$ cat config.mk
export PLATFORM = sky130hd
export DESIGN_NAME = ahb_bus_matrix_input_stage_flat
export DESIGN_NICKNAME = d
export VERILOG_FILES = /design/src/rtl/ahb_bus_matrix_input_stage_if.sv /design/src/rtl/ahb_bus_matrix_input_stage.sv /design/src/flat_wrapper.sv
export SDC_FILE = /design/constraint.sdc
export NUM_CORES = 1
export LEC_CHECK = 0
export ABC_AREA = 1
export CORE_ASPECT_RATIO = 1.1
export CORE_MARGIN = 4
export CORE_UTILIZATION = 48
export CTS_BUF_LIST = sky130_fd_sc_hd__clkbuf_8
export DETAILED_ROUTE_END_ITERATION = 7
export GPL_TIMING_DRIVEN = 0
export PLACE_DENSITY = 0.95
export SLEW_MARGIN = 20
export SYNTH_ARGS = -nofsm -noshare
export SYNTH_HDL_FRONTEND = slang
export SYNTH_SLANG_ARGS = --single-unit
$ cat constraint.sdc
create_clock -name HCLK -period 4.2 [get_ports HCLK]
set_clock_uncertainty 0.05 [all_clocks]
set_input_delay 0.63 -clock HCLK [delete_from_list [all_inputs] [get_ports HCLK]]
set_output_delay 0.63 -clock HCLK [all_outputs]
set_load 0.01 [all_outputs]
$ cat src/rtl/ahb_bus_matrix_input_stage_if.sv
// Bus bundle between one AHB master port and its bus-matrix input stage.
// The slave modport is the input stage; the master modport is the surrounding fabric and master.
interface ahb_bus_matrix_input_stage_if #(
  parameter int unsigned ADDR_W = 32,
  parameter int unsigned PROT_W = 4
);
  // Master-side address phase
  logic              HSELS;
  logic [ADDR_W-1:0] HADDRS;
  logic [1:0]        HTRANSS;
  logic              HWRITES;
  logic [2:0]        HSIZES;
  logic [2:0]        HBURSTS;
  logic [PROT_W-1:0] HPROTS;
  logic              HMASTLOCKS;
  logic              HREADYS;
  // Responses back to the master
  logic              HREADYOUTS;
  logic              HRESPS;
  // Toward decoder / arbiters
  logic              sel_out;
  logic [ADDR_W-1:0] addr_out;
  logic [1:0]        trans_out;
  logic              write_out;
  logic [2:0]        size_out;
  logic [2:0]        burst_out;
  logic [PROT_W-1:0] prot_out;
  logic              mastlock_out;
  logic              req_out;
  logic              held_tran;
  // From arbiter and granted slave path
  logic              grant_in;
  logic              hready_m;
  logic              hresp_m;

  modport slave (
    input  HSELS, HADDRS, HTRANSS, HWRITES, HSIZES, HBURSTS, HPROTS, HMASTLOCKS, HREADYS,
    input  grant_in, hready_m, hresp_m,
    output HREADYOUTS, HRESPS,
    output sel_out, addr_out, trans_out, write_out, size_out, burst_out, prot_out,
    output mastlock_out, req_out, held_tran
  );

  modport master (
    output HSELS, HADDRS, HTRANSS, HWRITES, HSIZES, HBURSTS, HPROTS, HMASTLOCKS, HREADYS,
    output grant_in, hready_m, hresp_m,
    input  HREADYOUTS, HRESPS,
    input  sel_out, addr_out, trans_out, write_out, size_out, burst_out, prot_out,
    input  mastlock_out, req_out, held_tran
  );
endinterface

$ cat src/rtl/ahb_bus_matrix_input_stage.sv
// Slave-side input stage for one bus-matrix master port: forwards the live address phase,
// holds it when the arbiter does not accept it, and stalls the master until it is granted.
// Optional feature macro AHB_INSTAGE_ERR_CANCEL_EN: a held transfer is dropped on the first
// ERROR cycle of the preceding data phase instead of being requested afterwards.
module ahb_bus_matrix_input_stage #(
  parameter int unsigned ADDR_W = 32,
  parameter int unsigned PROT_W = 4
) (
  input logic                         HCLK,
  input logic                         HRESET,
  ahb_bus_matrix_input_stage_if.slave bus
);

  localparam logic [1:0] TransIdle   = 2'b00;
  localparam logic [1:0] TransNonseq = 2'b10;
  localparam logic [1:0] TransSeq    = 2'b11;
  localparam logic [2:0] BurstIncr   = 3'b001;

  // Encoded as {data_q, pend_q}
  typedef enum logic [1:0] {
    StIdle     = 2'b00,
    StPend     = 2'b01,
    StData     = 2'b10,
    StDataPend = 2'b11
  } state_e;

  state_e state_q, state_d;
  logic   data_q, pend_q;
  logic   data_d, pend_d;
  logic   new_tran;
  logic   hold_en;

  logic              hold_sel_q;
  logic [ADDR_W-1:0] hold_addr_q;
  logic [1:0]        hold_trans_q;
  logic              hold_write_q;
  logic [2:0]        hold_size_q;
  logic [2:0]        hold_burst_q;
  logic [PROT_W-1:0] hold_prot_q;
  logic              hold_lock_q;

  assign data_q   = state_q[1];
  assign pend_q   = state_q[0];
  assign new_tran = bus.HSELS & bus.HTRANSS[1] & bus.HREADYS;
  // While a transfer is held the master is stalled; any address seen then is ignored.
  assign hold_en  = bus.HREADYS & ~pend_q;

  // State register
  always_ff @(posedge HCLK or posedge HRESET) begin
    if (HRESET) begin
      state_q <= StIdle;
    end else begin
      state_q <= state_d;
    end
  end

  // Next state: pend and data flags evolve independently and may both change in one cycle
  always_comb begin
    pend_d = pend_q;
    data_d = data_q;
    if (bus.grant_in) begin
      pend_d = 1'b0;
    end else if (new_tran) begin
      pend_d = 1'b1;
    end
`ifdef AHB_INSTAGE_ERR_CANCEL_EN
    if (data_q && bus.hresp_m && !bus.hready_m && pend_q) begin
      pend_d = 1'b0;
    end
`endif
    if (bus.grant_in) begin
      data_d = 1'b1;
    end else if (bus.hready_m) begin
      data_d = 1'b0;
    end
    state_d = state_e'({data_d, pend_d});
  end

  // Address-phase hold register
  always_ff @(posedge HCLK or posedge HRESET) begin
    if (HRESET) begin
      hold_sel_q   <= 1'b0;
      hold_addr_q  <= '0;
      hold_trans_q <= TransIdle;
      hold_write_q <= 1'b0;
      hold_size_q  <= '0;
      hold_burst_q <= '0;
      hold_prot_q  <= '0;
      hold_lock_q  <= 1'b0;
    end else if (hold_en) begin
      hold_sel_q   <= bus.HSELS;
      hold_addr_q  <= bus.HADDRS;
      hold_trans_q <= bus.HTRANSS;
      hold_write_q <= bus.HWRITES;
      hold_size_q  <= bus.HSIZES;
      hold_burst_q <= bus.HBURSTS;
      hold_prot_q  <= bus.HPROTS;
      hold_lock_q  <= bus.HMASTLOCKS;
    end
  end

  // Output mux: held transfer when pending, live master signals otherwise
  always_comb begin
    bus.sel_out      = bus.HSELS;
    bus.addr_out     = bus.HADDRS;
    bus.trans_out    = bus.HTRANSS;
    bus.write_out    = bus.HWRITES;
    bus.size_out     = bus.HSIZES;
    bus.burst_out    = bus.HBURSTS;
    bus.prot_out     = bus.HPROTS;
    bus.mastlock_out = bus.HMASTLOCKS;
    bus.held_tran    = 1'b0;
    if (pend_q) begin
      bus.sel_out      = hold_sel_q;
      bus.addr_out     = hold_addr_q;
      bus.trans_out    = hold_trans_q;
      bus.write_out    = hold_write_q;
      bus.size_out     = hold_size_q;
      bus.burst_out    = hold_burst_q;
      bus.prot_out     = hold_prot_q;
      bus.mastlock_out = hold_lock_q;
      bus.held_tran    = 1'b1;
      // Arbitration broke the burst, so a held SEQ beat restarts as an undefined INCR
      if (hold_trans_q == TransSeq) begin
        bus.trans_out = TransNonseq;
        bus.burst_out = BurstIncr;
      end
    end
  end

  assign bus.req_out    = pend_q | (bus.HSELS & bus.HTRANSS[1]);
  assign bus.HREADYOUTS = data_q ? bus.hready_m : ~pend_q;
  assign bus.HRESPS     = data_q & bus.hresp_m;

`ifndef SYNTHESIS
  // A new master address while a transfer is held would be lost.
  assert property (@(posedge HCLK) disable iff (HRESET) !(pend_q && bus.HREADYS));
`endif

endmodule

$ cat src/flat_wrapper.sv
// flat-port wrapper written by rule: the top's interface ports become plain ports
module ahb_bus_matrix_input_stage_flat 
#(
  parameter int unsigned ADDR_W = 32,
  parameter int unsigned PROT_W = 4
)
  (HCLK, HRESET, bus_HSELS, bus_HADDRS, bus_HTRANSS, bus_HWRITES, bus_HSIZES, bus_HBURSTS, bus_HPROTS, bus_HMASTLOCKS, bus_HREADYS, bus_grant_in, bus_hready_m, bus_hresp_m, bus_HREADYOUTS, bus_HRESPS, bus_sel_out, bus_addr_out, bus_trans_out, bus_write_out, bus_size_out, bus_burst_out, bus_prot_out, bus_mastlock_out, bus_req_out, bus_held_tran);
  ahb_bus_matrix_input_stage_if #(.ADDR_W(ADDR_W), .PROT_W(PROT_W)) bus_i ();
  input logic HCLK;
  input logic HRESET;
  input wire logic [$bits(bus_i.HSELS)-1:0] bus_HSELS;
  input wire logic [$bits(bus_i.HADDRS)-1:0] bus_HADDRS;
  input wire logic [$bits(bus_i.HTRANSS)-1:0] bus_HTRANSS;
  input wire logic [$bits(bus_i.HWRITES)-1:0] bus_HWRITES;
  input wire logic [$bits(bus_i.HSIZES)-1:0] bus_HSIZES;
  input wire logic [$bits(bus_i.HBURSTS)-1:0] bus_HBURSTS;
  input wire logic [$bits(bus_i.HPROTS)-1:0] bus_HPROTS;
  input wire logic [$bits(bus_i.HMASTLOCKS)-1:0] bus_HMASTLOCKS;
  input wire logic [$bits(bus_i.HREADYS)-1:0] bus_HREADYS;
  input wire logic [$bits(bus_i.grant_in)-1:0] bus_grant_in;
  input wire logic [$bits(bus_i.hready_m)-1:0] bus_hready_m;
  input wire logic [$bits(bus_i.hresp_m)-1:0] bus_hresp_m;
  output wire logic [$bits(bus_i.HREADYOUTS)-1:0] bus_HREADYOUTS;
  output wire logic [$bits(bus_i.HRESPS)-1:0] bus_HRESPS;
  output wire logic [$bits(bus_i.sel_out)-1:0] bus_sel_out;
  output wire logic [$bits(bus_i.addr_out)-1:0] bus_addr_out;
  output wire logic [$bits(bus_i.trans_out)-1:0] bus_trans_out;
  output wire logic [$bits(bus_i.write_out)-1:0] bus_write_out;
  output wire logic [$bits(bus_i.size_out)-1:0] bus_size_out;
  output wire logic [$bits(bus_i.burst_out)-1:0] bus_burst_out;
  output wire logic [$bits(bus_i.prot_out)-1:0] bus_prot_out;
  output wire logic [$bits(bus_i.mastlock_out)-1:0] bus_mastlock_out;
  output wire logic [$bits(bus_i.req_out)-1:0] bus_req_out;
  output wire logic [$bits(bus_i.held_tran)-1:0] bus_held_tran;
  assign bus_i.HSELS = bus_HSELS;
  assign bus_i.HADDRS = bus_HADDRS;
  assign bus_i.HTRANSS = bus_HTRANSS;
  assign bus_i.HWRITES = bus_HWRITES;
  assign bus_i.HSIZES = bus_HSIZES;
  assign bus_i.HBURSTS = bus_HBURSTS;
  assign bus_i.HPROTS = bus_HPROTS;
  assign bus_i.HMASTLOCKS = bus_HMASTLOCKS;
  assign bus_i.HREADYS = bus_HREADYS;
  assign bus_i.grant_in = bus_grant_in;
  assign bus_i.hready_m = bus_hready_m;
  assign bus_i.hresp_m = bus_hresp_m;
  assign bus_HREADYOUTS = bus_i.HREADYOUTS;
  assign bus_HRESPS = bus_i.HRESPS;
  assign bus_sel_out = bus_i.sel_out;
  assign bus_addr_out = bus_i.addr_out;
  assign bus_trans_out = bus_i.trans_out;
  assign bus_write_out = bus_i.write_out;
  assign bus_size_out = bus_i.size_out;
  assign bus_burst_out = bus_i.burst_out;
  assign bus_prot_out = bus_i.prot_out;
  assign bus_mastlock_out = bus_i.mastlock_out;
  assign bus_req_out = bus_i.req_out;
  assign bus_held_tran = bus_i.held_tran;
  ahb_bus_matrix_input_stage #(.ADDR_W(ADDR_W), .PROT_W(PROT_W)) u_core (.HCLK(HCLK), .HRESET(HRESET), .bus(bus_i));
endmodule
### Word level (Yosys, flattened, before mapping)

Index checks and enable logic that the tools add are counted.

* equal/unequal tests: 1
* muxes and demuxes: 16
* bitwise gates (word level): 6
* reduce and logical (&&, ||, !) cells: 2

Operators by type and width (number)
* 32-bit 2-to-1 mux: 1
* 1-bit 2-to-1 mux: 9
* 3-bit 2-to-1 mux: 3
* 1-bit AND: 4
* 2-bit 2-to-1 mux: 2
* 4-bit 2-to-1 mux: 1
* 2-bit nonzero test: 2
* 2-bit == test, second input constant: 1
* 1-bit inverter: 1
* 1-bit bitwise OR: 1

* register bits: 49
* output and inout port bits: 51
* logic and storage cells: 35

### Depth between registers and ports, before layout

* depth in word-level cells: 4
* mapped depth: 7

### Worst setup path before layout

No wires, ideal clock.

* kind: flip-flop to output port
* start: register u_core.state_q[0]
* end: output port bus_addr_out[10]
* arrival: 1.051 ns
* required time: 3.520 ns
* setup slack: 2.469 ns
* stages on the path, launching flop included: 7
* buffers on the path: 3
* cell sequence: dfrtp_1 buf_4 inv_2 buf_4 buf_4 nand2_1 nand2_1

* longest elaborated chain between the ends: 1

Ends and longest elaborated chain
* start: declaration: RTL line ahb_bus_matrix_input_stage.sv:27 `state_e state_q, state_d;`
* start signal: assignment: RTL line ahb_bus_matrix_input_stage.sv:51 `state_q <= StIdle;`
* start signal: assignment: RTL line ahb_bus_matrix_input_stage.sv:53 `state_q <= state_d;`
* 32-bit 2-to-1 mux: RTL line ahb_bus_matrix_input_stage.sv:113 `if (pend_q) begin`
* end: declaration: RTL line flat_wrapper.sv:26 `output wire logic [$bits(bus_i.addr_out)-1:0] bus_addr_out;`

No other way between the ends.

### Final worst setup path

Same ends and word-level chain as after synthesis.

==> results.py <==
metrics = {
    "detailed_routing": {
        "routed_via_density": 4.84,
        "initialDrtViolationCount": 138,
        "wl_microns": 6700,
        "first_pass_iters": 4,
        "via_count": 2615,
        "post-route-drc-count": 0,
        "ant_nets": 0,
        "routedWlPerCell_microns": 12.4,
    },
    "worst_setup_path": {
        "worst-setup-path-type": "reg2out",
        "r2r_cells": 7,
        "end_kind": "output port",
        "cp_num_cells": 7,
        "critPathArrivalTime_ps": 1960,
        "path_delay_family": "buffers and inverters",
        "crit_chain": "buf_4, inv_2, buf_4, buf_4, nand2_1, nand2_1, clkdlybuf4s50_1",
        "crit_top_cell": "buf_4",
        "worstPathMaxFanout": 10,
        "critPathMaxStageDelay_ps": 530,
        "timing.critical_path.buf_inv": 5,
        "start_kind": "register",
        "critical_path_required_ps": 3520,
        "critPathSlowestCell": "clkdlybuf4s50_1",
    },
    "logic_synthesis": {
        "synth_top_area_share_pct": 48.3,
        "ys_seq_area_share_pct": 48.3,
        "synthesis.nets": 424,
        "ys_warn_count": 0,
        "synth_area_leader_cell": "dfrtp_1",
        "synth_cell_types": 14,
        "synthTopCellsByArea": "dfrtp_1, nand2_1, buf_6, buf_4, buf_2",
        "ys_ff_latch": 49,
        "avgSynthCellArea_sq_um": 6.85,
        "netlist_instances": 371,
        "synth_area_sq_um": 2540,
    },
    "hold_path": {
        "hp-class": "reg2reg",
        "holdPathStages": 2,
    },
    "clock_network": {
        "cts_tree": "built",
        "cts_buffers": 5,
        "clk-insertion-delay-late_ps": 290,
        "postCtsSetupBuffers": 0,
        "cts_hold_buffers": 0,
        "htreeDepth": 2,
        "cts.sink_count": 49,
        "cts_resized": 0,
        "cts_buffer_depth": 2,
        "cts-root-buf": "clkbuf_8",
        "clk_pin_slew_ps": 80,
    },
    "outcome": {
        "status": "completed",
    },
    "power_and_ir_drop": {
        "p_int_uw": 811,
        "power_density_nw_per_um2": 298,
        "leakagePower_uw": 0.00202,
        "seqPwrFrac_pct": 49.1,
        "netSwitchingFraction_pct": 27.6,
        "p_clk_share_pct": 24.0,
        "vdd_drop_max_v": 0.000205,
        "combPwrFrac_pct": 26.9,
        "p_sw_uw": 308,
    },
    "die": {
        "core_area_sq_um": 5070,
        "die_w_microns": 77.4,
        "dieArea_sq_um": 6520,
        "row_count": 27,
        "ios": 104,
        "die_h_microns": 84.3,
        "start_util_pct": 50.1,
    },
    "placement": {
        "gp_congestion": 0.779,
        "dp_slack_ps": 1670,
        "io_buffers": 103,
        "hpwl_microns": 5120,
    },
    "finish": {
        "layout-drive-gt1-share_pct": 6.43,
        "antenna_cells": 0,
        "syn_to_final_growth_pct": 47.6,
        "num-nets-final": 535,
    },
    "grt": {
        "grt_overflow": 0,
        "track_usage_pct": 21.4,
        "grt_pass1_vias": 2583,
        "grt_max_degree": 29,
        "grt_pass1_wl_microns": 11500,
        "antenna_found_initial": 0,
    },
    "sta": {
        "final_max_slew_viol_count": 0,
        "fin_crit_ps": 2640,
        "setup_viol": 0,
        "fin_tns_setup_ps": 0,
        "max_freq_mhz": 378,
        "worst_pin_slew_ps": 469,
        "max-slew-margin-rel_pct": 68.7,
        "min_period_over_period_pct": 63.0,
        "final.setup.worst_slack_ps": 1560,
        "rsz0062_at_grt": "no",
        "hold_violations": 0,
    },
    "run": {
        "drv_cap": 0,
    },
}
-- sequential cells by signal, summed over array words and instances (netlist names) --
signal / flops
u_core.hold_addr_q: 32
u_core.hold_prot_q: 4
u_core.state_q: 2
u_core.hold_size_q: 3
u_core.hold_sel_q: 1
u_core.hold_write_q: 1
u_core.hold_burst_q: 3
u_core.hold_lock_q: 1
u_core.hold_trans_q: 2
-- tightest hold or removal path: stages, from the launching register on --
cell     delay [ps]
dfrtp_1         340
nand2_1          50
nand2_1          60
-- cells in the final DEF (no fill, tap or decap), drive strengths merged --
| master | synthesis | routed |
|---|---|---|
| a21oi | 1 | 1 |
| buf | 19 | 20 |
| clkbuf | 2 | 8 |
| clkdlybuf4s50 | 0 | 103 |
| dfrtp | 49 | 49 |
| inv | 9 | 10 |
| nand2 | 282 | 282 |
| nand3 | 3 | 3 |
| nor2 | 2 | 2 |
| o21ai | 4 | 4 |
-- routing by layer --
metal / vias to the layer above / wire length (microns) / GRT usage [%]
met2: 92 / 3380 / 37.5
met4: 0 / 35 / 4.85
met5: - / 0 / 0
li1: 1324 / - / -
met1: 1195 / 2800 / 26.4
met3: 4 / 477 / 5.58
-- cell families (layout without fill, tap and decap cells) --
group           count (synthesis)  after routing  share of synthesized area (%)
simple gates                  287            287                           42.9
buf+inv                        30            141                           7.83
compound gates                  5              5                          0.985
flops                          49             49                           48.3
-- power groups by stage --
stage | Clock, uW | Sequential, uW | Combinational [uW]
2_1_floorplan | 0 | 551 | 143
3_3_place_gp | 0 | 555 | 293
3_5_place_dp | 0 | 558 | 303
4_1_cts | 280 | 549 | 305
5_1_grt | 296 | 556 | 334
6_report | 269 | 550 | 300
-- final timing paths --
path / startpoint / endpoint / slack [ps]
max: u_core.state_q[0]$_DFFE_PP0P_ / bus_addr_out[10] / 1560
min: u_core.hold_addr_q[22]$_DFFE_PP0P_ / u_core.hold_addr_q[22]$_DFFE_PP0P_ / 430
max reg2reg: u_core.state_q[0]$_DFFE_PP0P_ / u_core.hold_addr_q[12]$_DFFE_PP0P_ / 2950
min reg2reg: u_core.hold_addr_q[22]$_DFFE_PP0P_ / u_core.hold_addr_q[22]$_DFFE_PP0P_ / 430
max in group asynchronous: HRESET / u_core.hold_addr_q[4]$_DFFE_PP0P_ / 2980
min in group asynchronous: HRESET / u_core.hold_addr_q[16]$_DFFE_PP0P_ / 620
-- synth_stat cells --
library cell	instances
inv_1	7
inv_2	2
dfrtp_1	49
nand2_2	1
buf_2	6
o21ai_0	4
a21oi_1	1
nand2_1	281
buf_6	8
nor2_1	1
nand3_1	3
buf_4	5
clkbuf_1	2
nor2_4	1
-- final cells by class --
cell class / instances / area, sq um
Clock buffer: 6 / 82.6
Fill cell: 408 / 1320
Buffer: 21 / 165
Tap cell: 58 / 72.6
Inverter: 9 / 33.8
Clock inverter: 1 / 3.75
Multi-Input combinational cell: 292 / 1120
Timing Repair Buffer: 104 / 1050
Sequential cell: 49 / 1230
-- metrics by stage --
step	total power, uW	util [%]	instances	hold WS [ps]	cell area (sq um)
after global routing	1190	74.0	540	450	3750
after CTS	1130	74.0	540	436	3750
final	1120	74.0	540	434	3750
after floorplan	694	-	371	399	2540
after detailed placement	860	72.3	533	415	3660
after global placement	848	71.9	532	411	3640
Note: power is estimated with default switching activity, not from simulation.
